===== src/rtl/ov7670_cfg_seq_if.sv =====
// Command bus between the OV7670 configuration sequencer and the SCCB master.
// The sequencer presents one register write at a time. A write is transferred
// on any rising edge where cmd_valid and cmd_ready are both high.
`timescale 1ns/1ps
interface ov7670_cfg_seq_if;
    logic       cmd_valid;
    logic       cmd_ready;
    logic [7:0] cmd_reg;
    logic [7:0] cmd_data;

    // Sequencer side: drives the write request and its payload.
    modport master (
        output cmd_valid,
        output cmd_reg,
        output cmd_data,
        input  cmd_ready
    );

    // SCCB master side: accepts writes.
    modport slave (
        input  cmd_valid,
        input  cmd_reg,
        input  cmd_data,
        output cmd_ready
    );
endinterface


===== src/rtl/ov7670_cfg_seq.sv =====
// OV7670 configuration sequencer.
// At start-up it walks an external registered table of {reg, value} words
// and forwards each entry to the SCCB master. Two table words are reserved:
// DELAY_TAG pauses for DELAY_CYCLES clocks, and END_TAG ends the table.
// Once initialisation is complete, it services exposure updates from the
// HDR controller. Each 16-bit exposure value is split into writes to the
// AECHH, AECH and COM1 registers.
`timescale 1ns/1ps
module ov7670_cfg_seq #(
    parameter int          ADDR_W       = 8,
    parameter int          DEPTH        = 76,
    parameter int          DELAY_CYCLES = 2_500_000,
    parameter logic [15:0] DELAY_TAG    = 16'hFFF0,
    parameter logic [15:0] END_TAG      = 16'hFFFF
) (
    input  logic                clk,
    input  logic                rst_n,
    input  logic                restart,
    output logic [ADDR_W-1:0]   rom_addr,
    input  logic [15:0]         rom_data,
    ov7670_cfg_seq_if.master    cmd,
    input  logic                exp_req,
    input  logic [15:0]         exp_value,
    output logic                init_done,
    output logic                busy,
    output logic                exp_done
);

    // The delay counter runs from DELAY_CYCLES-1 down to 0. It is sized to
    // hold that start value, with a minimum width of one bit.
    localparam int CNT_W = (DELAY_CYCLES > 1) ? $clog2(DELAY_CYCLES) : 1;
    localparam logic [CNT_W-1:0]  CNT_LOAD  = CNT_W'(DELAY_CYCLES - 1);
    localparam logic [ADDR_W-1:0] LAST_ADDR = ADDR_W'(DEPTH - 1);

    // OV7670 exposure registers.
    localparam logic [7:0] REG_AECHH = 8'h07;
    localparam logic [7:0] REG_AECH  = 8'h10;
    localparam logic [7:0] REG_COM1  = 8'h04;

    typedef enum logic [3:0] {
        ST_FETCH,
        ST_WAIT,
        ST_DECODE,
        ST_SEND,
        ST_DELAY,
        ST_FINISH,
        ST_IDLE,
        ST_EXP0,
        ST_EXP1,
        ST_EXP2
    } state_t;

    state_t             state_reg;
    logic [ADDR_W-1:0]  rom_addr_reg;
    logic               cmd_valid_reg;
    logic [7:0]         cmd_addr_reg;
    logic [7:0]         cmd_data_reg;
    logic               init_done_reg;
    logic               busy_reg;
    logic               exp_done_reg;
    logic [CNT_W-1:0]   cnt_reg;

    // exp_snap_reg always holds the most recent request.
    // exp_work_reg is frozen for the duration of one three-write sequence,
    // so a newer request cannot tear a sequence that is already in flight.
    logic               exp_pend_reg;
    logic [15:0]        exp_snap_reg;
    logic [15:0]        exp_work_reg;

    // Payload and successor state for the exposure write currently in progress.
    logic [7:0]         exp_cmd_addr;
    logic [7:0]         exp_cmd_data;
    state_t             exp_state_next;

    // Select the exposure register, value slice and next state from the current EXP state.
    always_comb begin
        exp_cmd_addr   = REG_AECHH;
        exp_cmd_data   = {2'b00, exp_work_reg[15:10]};
        exp_state_next = ST_EXP1;
        case (state_reg)
            ST_EXP1: begin
                exp_cmd_addr   = REG_AECH;
                exp_cmd_data   = exp_work_reg[9:2];
                exp_state_next = ST_EXP2;
            end
            ST_EXP2: begin
                exp_cmd_addr   = REG_COM1;
                exp_cmd_data   = {6'b000000, exp_work_reg[1:0]};
                exp_state_next = ST_IDLE;
            end
            default: ;
        endcase
    end

    // Main sequencer FSM: table walk, delays, the idle/restart arbiter and exposure writes.
    always_ff @(posedge clk or negedge rst_n) begin
        if (!rst_n) begin
            state_reg     <= ST_FETCH;
            rom_addr_reg  <= '0;
            cmd_valid_reg <= 1'b0;
            cmd_addr_reg  <= 8'h00;
            cmd_data_reg  <= 8'h00;
            init_done_reg <= 1'b0;
            busy_reg      <= 1'b0;
            exp_done_reg  <= 1'b0;
            cnt_reg       <= '0;
            exp_pend_reg  <= 1'b0;
            exp_snap_reg  <= 16'h0000;
            exp_work_reg  <= 16'h0000;
        end else begin
            exp_done_reg <= 1'b0;

            case (state_reg)
                ST_FETCH: begin
                    // rom_addr is already stable here; the ROM registers it on this edge.
                    busy_reg  <= 1'b1;
                    state_reg <= ST_WAIT;
                end

                ST_WAIT: begin
                    state_reg <= ST_DECODE;
                end

                ST_DECODE: begin
                    if (rom_data == END_TAG) begin
                        state_reg <= ST_FINISH;
                    end else if (rom_data == DELAY_TAG) begin
                        cnt_reg   <= CNT_LOAD;
                        state_reg <= ST_DELAY;
                    end else begin
                        cmd_addr_reg  <= rom_data[15:8];
                        cmd_data_reg  <= rom_data[7:0];
                        cmd_valid_reg <= 1'b1;
                        state_reg     <= ST_SEND;
                    end
                end

                ST_SEND: begin
                    // Hold the payload steady until the SCCB master accepts it.
                    if (cmd.cmd_ready) begin
                        cmd_valid_reg <= 1'b0;
                        if (rom_addr_reg == LAST_ADDR) begin
                            state_reg <= ST_FINISH;
                        end else begin
                            rom_addr_reg <= rom_addr_reg + 1'b1;
                            state_reg    <= ST_FETCH;
                        end
                    end
                end

                ST_DELAY: begin
                    if (cnt_reg == '0) begin
                        if (rom_addr_reg == LAST_ADDR) begin
                            state_reg <= ST_FINISH;
                        end else begin
                            rom_addr_reg <= rom_addr_reg + 1'b1;
                            state_reg    <= ST_FETCH;
                        end
                    end else begin
                        cnt_reg <= cnt_reg - 1'b1;
                    end
                end

                ST_FINISH: begin
                    init_done_reg <= 1'b1;
                    busy_reg      <= 1'b0;
                    state_reg     <= ST_IDLE;
                end

                ST_IDLE: begin
                    if (restart) begin
                        init_done_reg <= 1'b0;
                        rom_addr_reg  <= '0;
                        busy_reg      <= 1'b1;
                        state_reg     <= ST_FETCH;
                    end else if (exp_pend_reg) begin
                        exp_pend_reg <= 1'b0;
                        exp_work_reg <= exp_snap_reg;
                        busy_reg     <= 1'b1;
                        state_reg    <= ST_EXP0;
                    end
                end

                ST_EXP0, ST_EXP1, ST_EXP2: begin
                    // First cycle in each EXP state presents the write; a
                    // later handshake retires it and moves to the next one.
                    if (!cmd_valid_reg) begin
                        cmd_addr_reg  <= exp_cmd_addr;
                        cmd_data_reg  <= exp_cmd_data;
                        cmd_valid_reg <= 1'b1;
                    end else if (cmd.cmd_ready) begin
                        cmd_valid_reg <= 1'b0;
                        state_reg     <= exp_state_next;
                        if (state_reg == ST_EXP2) begin
                            exp_done_reg <= 1'b1;
                            busy_reg     <= 1'b0;
                        end
                    end
                end

                default: begin
                    state_reg <= ST_FETCH;
                end
            endcase

            // A new request is accepted in every state. It is assigned last so
            // that a request on the EXP0-entry cycle keeps the flag set.
            if (exp_req) begin
                exp_pend_reg <= 1'b1;
                exp_snap_reg <= exp_value;
            end
        end
    end

    assign rom_addr      = rom_addr_reg;
    assign cmd.cmd_valid = cmd_valid_reg;
    assign cmd.cmd_reg   = cmd_addr_reg;
    assign cmd.cmd_data  = cmd_data_reg;
    assign init_done     = init_done_reg;
    assign busy          = busy_reg;
    assign exp_done      = exp_done_reg;

endmodule


===== src/flat_wrapper.sv =====
// flat-port wrapper written by rule: the top's interface ports become plain ports
module ov7670_cfg_seq_flat 
#(
    parameter int          ADDR_W       = 8,
    parameter int          DEPTH        = 76,
    parameter int          DELAY_CYCLES = 2_500_000,
    parameter logic [15:0] DELAY_TAG    = 16'hFFF0,
    parameter logic [15:0] END_TAG      = 16'hFFFF
)
  (clk, rst_n, restart, rom_addr, rom_data, exp_req, exp_value, init_done, busy, exp_done, cmd_cmd_valid, cmd_cmd_reg, cmd_cmd_data, cmd_cmd_ready);
  ov7670_cfg_seq_if cmd_i ();
  input  logic clk;
  input  logic rst_n;
  input  logic restart;
  output logic [ADDR_W-1:0] rom_addr;
  input  logic [15:0] rom_data;
  input  logic exp_req;
  input  logic [15:0] exp_value;
  output logic init_done;
  output logic busy;
  output logic exp_done;
  output wire logic [$bits(cmd_i.cmd_valid)-1:0] cmd_cmd_valid;
  output wire logic [$bits(cmd_i.cmd_reg)-1:0] cmd_cmd_reg;
  output wire logic [$bits(cmd_i.cmd_data)-1:0] cmd_cmd_data;
  input wire logic [$bits(cmd_i.cmd_ready)-1:0] cmd_cmd_ready;
  assign cmd_cmd_valid = cmd_i.cmd_valid;
  assign cmd_cmd_reg = cmd_i.cmd_reg;
  assign cmd_cmd_data = cmd_i.cmd_data;
  assign cmd_i.cmd_ready = cmd_cmd_ready;
  ov7670_cfg_seq #(.ADDR_W(ADDR_W), .DEPTH(DEPTH), .DELAY_CYCLES(DELAY_CYCLES), .DELAY_TAG(DELAY_TAG), .END_TAG(END_TAG)) u_core (.clk(clk), .rst_n(rst_n), .restart(restart), .rom_addr(rom_addr), .rom_data(rom_data), .cmd(cmd_i), .exp_req(exp_req), .exp_value(exp_value), .init_done(init_done), .busy(busy), .exp_done(exp_done));
endmodule

===== config.mk =====
export PLATFORM = sky130hd
export DESIGN_NAME = ov7670_cfg_seq_flat
export DESIGN_NICKNAME = d
export VERILOG_FILES = /design/src/rtl/ov7670_cfg_seq_if.sv /design/src/rtl/ov7670_cfg_seq.sv /design/src/flat_wrapper.sv
export SDC_FILE = /design/constraint.sdc
export NUM_CORES = 1
export LEC_CHECK = 0
export CORE_ASPECT_RATIO = 1.4
export CORE_MARGIN = 4
export CORE_UTILIZATION = 55
export DETAILED_ROUTE_END_ITERATION = 12
export HOLD_SLACK_MARGIN = 0.02
export PLACE_DENSITY = 0.87
export RECOVER_POWER = 25
export SKIP_LAST_GASP = 1
export SLEW_MARGIN = 20
export SYNTH_ARGS = -nofsm -noshare
export SYNTH_HDL_FRONTEND = slang
export SYNTH_SLANG_ARGS = --single-unit

===== constraint.sdc =====
create_clock -name clk -period 3.77 [get_ports clk]
set_clock_uncertainty 0.05 [all_clocks]
set_input_delay 0.377 -clock clk [delete_from_list [all_inputs] [get_ports clk]]
set_output_delay 0.377 -clock clk [all_outputs]
set_load 0.005 [all_outputs]

==> out/metrics.csv, run 1 <==
metric;value;unit
status;finished, violations left;
failed_checks;capacitance limit, slew limit;
synthSimpleGateAreaFrac;19.1;%
dp_hpwl;7.03;mm
rr_worst_depth;7;
vias;3469;
initial_core_util;56.4;%
synthXorXnorAreaFrac;1.21;%
ys_seq_area_share;50.1;%
wl_met2;5.15;mm
syn_avg_cell_area;10.5;um2
cts_resized;0;
final_cells;575;
async_reset_ff_share;100;%
core_area;7700;um2
yosysWarnings;0;
post-route-period-util;76.7;%
grt_pass1_wl;16.1;mm
place_inst;559;
cts_buffer_depth;2;
synth_edf_count;0;
path_class;reg -> reg;
grt_max_degree;88;
cpMaxStageDelayCell;or4b_1;
startpoint;u_core.cnt_reg[1]$_DFFE_PN0P_;
final_core_util;68.5;%
synth_top_family_by_area;simple AND/OR/NAND/NOR gates;
synth-main-ff-cell;dfrtp_1;
dr.pass1.iters;4;
switching_power;827;uW
antenna_found_initial;0;
preCtsSetupSlack;773;ps
hold_slack;455;ps
seqCellArea;2180;um2
worst_setup_path_end_kind;register;
path_cells;inv_1, ha_1, or4b_1, nor4_4, a21oi_2, nor3_1, mux2_2;
rsz0062_at_grt;false;
finalHoldViolCount;0;
pwr-share-comb;28.7;%
synth_fp_nets;451;
cts_buffers;9;
clk_pin_slew_worst_paths;90;ps
peakVddDrop;0.377;mV
critPathTopFamily;simple AND/OR/NAND/NOR gates;
cts_setup_buffers;0;
cpPeakStageDelay;520;ps
port_buffers;64;
die_w;83.1;um
startpoint_type;register;
insertion_delay;370;ps
cts-hold-fix-buffers;0;
p_int;1.90;mW
final_layout_size_suffix_gt1_share;14.1;%
fmax;346;MHz
wire_per_inst;16.8;um
clockRootBuffer;clkbuf_8;
p_clk_share;26.5;%
synth_compound_area_share;14.5;%
r2r-start;u_core.cnt_reg[1]$_DFFE_PN0P_;
muxShareOfSynthArea;12.0;%
grt_pass1_vias;3518;
detail_route.vias_per_cell;6.03;
dieArea;9400;um2
wirelength;9.68;mm
area_delta_synth_final;21.4;%
synth_area;4340;um2
p_per_area;517;nW/um2
leakage;2.14;nW
met3_length;379;um
hold_start;u_core.cmd.cmd_reg[0]$_DFFE_PN0P_;
largest_register_ff_count;22;
routabilityCongestion;0.840;
maxCapViolCount;1;
worst_pin_slew;2050;ps
setup_viol;0;
seqPwrFrac;44.8;%
swShare;30.3;%
gr-total-overflow;0;
cp.arrival;3090;ps
drv_slew;88;
die_height;113;um
worst-path-buf-inv;1;
rows;38;
synthAdderAreaFrac;0.576;%
multi_input_area;2050;um2
syn-instance-count;412;
ios;65;
hold_path_depth;2;
required;3970;ps
drc_errors;0;
synth_seq_cells;87;
grt_usage;21.0;%
hp-class;reg -> reg;
cts.sink_count;87;
drt_iter0_markers;191;
fill_cells;585;
fin_tns_setup;0;ps
tritoncts;built;
slew_headroom;-36.5;%
cts_max_level;3;
final_antenna_net_count;0;
crit_path_max_fanout;17;
crit_cells;7;
routed.top_layer;met4;
layout_setup_ws;877;ps
period_needed;2890;ps
nets;509;
met1_length;3.91;mm
num_antenna_cells;0;
synth_cell_types;65;
-- synth_stat cells (5+ instances only) --
library cell	count	area share [%]
inv_1	8	0.69
nor4_1	9	1.3
mux2i_1	8	1.8
mux2_2	39	10
or3_1	7	1.0
clkbuf_1	17	1.5
o31ai_1	5	0.86
xnor2_1	5	1.0
and2_1	5	0.72
dfrtp_1	87	50
a22oi_1	5	0.86
a211oi_1	8	1.4
nor2_1	32	2.8
nor3_1	8	0.92
nand2b_1	7	1.0
and4_1	5	1.0
nand4_1	5	0.72
o21ai_0	17	2.0
nand2_1	38	3.3
a21oi_1	23	2.7
-- power by group through the flow --
stage / Combinational, mW / Clock, mW / Sequential [mW]
after floorplan: 0.402 / 0 / 1.20
after global placement: 0.752 / 0 / 1.23
after detailed placement: 0.784 / 0 / 1.23
after CTS: 0.790 / 0.730 / 1.22
after global routing: 0.862 / 0.773 / 1.24
final: 0.782 / 0.723 / 1.22
-- placed cells by master, fill, tap and decap left out, types with 5 or more instances in the layout --
cell	instances
clkdlybuf4s50_1	63
a21oi_1	23
mux2i_1	8
clkbuf_8	10
and2_1	5
nand2_1	38
o31ai_1	5
o21ai_0	17
dfrtp_1	87
a22oi_1	5
inv_1	8
mux2_2	39
nor3_1	8
nor4_1	9
nand2b_1	7
nor2_1	32
a211oi_1	8
and4_1	5
or3_1	7
xnor2_1	5
nand4_1	5
-- routing by layer --
metal | vias to the layer above | track usage [%]
met4 | 0 | 9.38
met3 | 20 | 4.08
li1 | 1652 | -
met1 | 1703 | 24.3
met2 | 94 | 37.4
met5 | - | 0
-- tightest hold or removal path, stage by stage, from the launching register on --
cell,delay [ps]
dfrtp_1,350
nand2_1,50
o21ai_0,70
-- layout make-up --
| type | instances | share of cell area [%] |
|---|---|---|
| clock buffers | 11 | 2.68 |
| clock inverters | 5 | 1.54 |
| inverters | 8 | 0.569 |
| multi-input cells | 296 | 38.9 |
| flip-flops and latches | 87 | 41.3 |
| well taps | 100 | 2.37 |
| repair buffers | 68 | 12.6 |
-- cell families (layout without fill, tap and decap cells) --
group	after synthesis	after routing
AND/OR/NAND/NOR	148	148
AO/OA/AOI/OAI	93	93
flip-flops	87	87
multiplexers	47	47
buffers and inverters	29	92
XOR/XNOR	6	6
adder cells (fa/ha/maj)	2	2
-- stage by stage --
| step | total power, mW | area [um2] |
|---|---|---|
| after global routing | 2.88 | 5270 |
| final | 2.73 | 5270 |
| after detailed placement | 2.02 | 5050 |
| after CTS | 2.74 | 5280 |
| after global placement | 1.98 | 5050 |
| after floorplan | 1.60 | 4340 |
-- worst paths after layout --
check	end	slack [ps]
max	u_core.rom_addr[0]$_DFFE_PN0P_	880
min	u_core.cmd.cmd_reg[0]$_DFFE_PN0P_	460
max reg2reg	u_core.rom_addr[0]$_DFFE_PN0P_	880
min in group asynchronous	u_core.rom_addr[4]$_DFFE_PN0P_	560
max in group asynchronous	u_core.exp_work_reg[7]$_DFFE_PN0P_	1920
min reg2reg	u_core.cmd.cmd_reg[0]$_DFFE_PN0P_	460
No activity file was read; power rests on OpenSTA's default activity.
==> run 2: changes to the inputs <==
--- a/config.mk
+++ b/config.mk
@@ -7,10 +7,10 @@
 export LEC_CHECK = 0
 export CORE_ASPECT_RATIO = 1.4
 export CORE_MARGIN = 4
-export CORE_UTILIZATION = 55
+export CORE_UTILIZATION = 54
 export DETAILED_ROUTE_END_ITERATION = 12
 export HOLD_SLACK_MARGIN = 0.02
-export PLACE_DENSITY = 0.87
+export PLACE_DENSITY = 0.86
 export RECOVER_POWER = 25
 export SKIP_LAST_GASP = 1
 export SLEW_MARGIN = 20
==> constraint.sdc (replaced) <==
create_clock -name clk -period 3 [get_ports clk]
set_clock_uncertainty 0.05 [all_clocks]
set_input_delay 0.3 -clock clk [delete_from_list [all_inputs] [get_ports clk]]
set_output_delay 0.3 -clock clk [all_outputs]
set_load 0.005 [all_outputs]
==> run 2 against run 1 <==
  * The flow now finishes without violations
  * Sequential power up 24%
  * Power increased by 23%
  * Sequential share of layout area decreased by 0.46 points
  * Final cell count is 1.7% higher
  * Combinational power is 32% higher
  * Flip-flop and latch count unchanged
  * Register-to-register slack got worse by 520 ps
  * Via count is 0.69% higher
  * Die area grew 1.7%
  * Fmax grew 9.3%
  * Critical path type unchanged
==> out/metrics.csv, run 2 (same netlist as run 1, synthesis figures left out) <==
metric;value;unit
startpoint;u_core.cnt_reg[0]$_DFFE_PN0P_;
fmax;378;MHz
cts.sink_count;87;
core_area;7800;um2
switching_power;1.04;mW
p_int;2.32;mW
routabilityCongestion;0.927;
worst-path-buf-inv;1;
final_cells;585;
die_height;114;um
leakage;2.18;nW
hp-class;reg -> reg;
required;3190;ps
crit_cells;7;
wirelength;9.98;mm
post-route-period-util;88.2;%
p_per_area;630;nW/um2
cpPeakStageDelay;530;ps
largest_register_ff_count;22;
gr-total-overflow;0;
worst_setup_path_end_kind;register;
path_class;reg -> reg;
r2r-start;u_core.cnt_reg[0]$_DFFE_PN0P_;
startpoint_type;register;
mostFrequentLayoutCells;dfrtp_1 (87), clkdlybuf4s50_1 (63), mux2_2 (39);
insertion_delay;360;ps
detail_route.vias_per_cell;5.97;
finalHoldViolCount;0;
period_needed;2650;ps
place_inst;569;
final_antenna_net_count;0;
grt_pass1_vias;3530;
grt_pass1_wl;16.8;mm
antenna_found_initial;0;
drc_errors;0;
tritoncts;built;
slew_headroom;9.88;%
grt_usage;21.9;%
crit_path_max_fanout;4;
cts_buffers;9;
cp.arrival;2830;ps
r2r-end;u_core.cnt_reg[12]$_DFFE_PN0P_;
rows;38;
grt_max_degree;57;
final_core_util;68.4;%
ios;65;
setup_viol;0;
drt_iter0_markers;151;
maxCapViolCount;0;
dieArea;9560;um2
seqPwrFrac;44.9;%
die_w;83.8;um
pwr-share-comb;30.7;%
num_antenna_cells;0;
status;finished clean;
clk_pin_slew_worst_paths;90;ps
dr.pass1.iters;4;
initial_core_util;55.7;%
peakVddDrop;0.409;mV
reg2reg_slack;350;ps
rr_worst_depth;7;
path_cells;inv_1, ha_1, or4b_1, nor4_1, nand2_1, o311ai_0, o41ai_1;
area_delta_synth_final;22.8;%
final_layout_size_suffix_gt1_share;15.9;%
swShare;31.0;%
vias;3493;
cts_buffer_depth;2;
cts_setup_buffers;0;
crit_path_end;u_core.cnt_reg[12]$_DFFE_PN0P_;
cpMaxStageDelayCell;or4b_1;
critPathTopFamily;simple AND/OR/NAND/NOR gates;
dp_hpwl;7.37;mm
cts_max_level;3;
final_common_cell;dfrtp_1;
port_buffers;64;
nets;520;
wire_per_inst;17.1;um
fin_tns_setup;0;ps
clockRootBuffer;clkbuf_8;
p_clk_share;24.4;%
drv_slew;0;
rsz0062_at_grt;false;
worst_pin_slew;1350;ps
fill_cells;602;
-- run 2: timing repair --
item / CTS / global route
hold buffers: 1 / 0
gates resized for setup: 0 / 0
hold endpoints to repair: 54 / 0
-- run 2: power groups by stage --
stage | registers, mW | clock network (mW) | logic, mW
final | 1.51 | 0.819 | 1.03
after global routing | 1.53 | 0.888 | 1.14
after CTS | 1.51 | 0.836 | 1.04
after detailed placement | 1.53 | 0 | 1.04
after global placement | 1.52 | 0 | 0.998
after floorplan | 1.51 | 0 | 0.505
-- run 2: final cells by class --
| type | instances | area (um2) | area share [%] |
|---|---|---|---|
| multi-input combinational | 296 | 2050 | 38.5 |
| inverter | 8 | 30.0 | 0.563 |
| clock inverter | 5 | 58.8 | 1.10 |
| clock buffer | 10 | 138 | 2.58 |
| timing repair buffer | 79 | 751 | 14.1 |
| sequential | 87 | 2180 | 40.8 |
| tap | 100 | 125 | 2.35 |
-- run 2: worst min-delay path by stage --
stage | to | cells after the start | start
after global placement | u_core.rom_addr[4]$_DFFE_PN0P_ | 1 | rst_n
after detailed placement | u_core.rom_addr[5]$_DFFE_PN0P_ | 1 | rst_n
final | u_core.cmd.cmd_data[7]$_DFFE_PN0P_ | 2 | u_core.cmd.cmd_data[7]$_DFFE_PN0P_
after CTS | u_core.cmd.cmd_reg[7]$_DFFE_PN0P_ | 3 | rom_data[15]
after global routing | u_core.cmd.cmd_reg[6]$_DFFE_PN0P_ | 3 | rom_data[14]
after floorplan | u_core.busy$_DFFE_PN0P_ | 0 | rst_n
-- run 2: worst register-to-register path: cells and delay by family, from the launching register on --
kind / cells / cell delay (ps)
DFF: 1 / 420
and+or+nand+nor: 3 / 1260
buffers and inverters: 1 / 70
adders and majority gates: 1 / 210
AOI/OAI and AO/OA: 2 / 510
-- run 2: per-stage QoR --
stage / hold WS, ps / worst slack [ps] / area, um2 / power [mW]
after CTS: 444 / 336 / 5340 / 3.39
after detailed placement: 337 / 254 / 5130 / 2.56
after global routing: 459 / 122 / 5330 / 3.56
after floorplan: -45.6 / 556 / 4340 / 2.02
final: 443 / 354 / 5330 / 3.36
after global placement: 334 / 290 / 5130 / 2.52
-- run 2: layer usage --
layer | track usage (%) | part of all wire (%) | vias to the layer above
li1 | - | - | 1675
met1 | 26.3 | 40 | 1679
met2 | 38.3 | 52 | 122
met3 | 5.54 | 6.1 | 17
met4 | 7.73 | 2.0 | 0
met5 | 0 | 0 | -
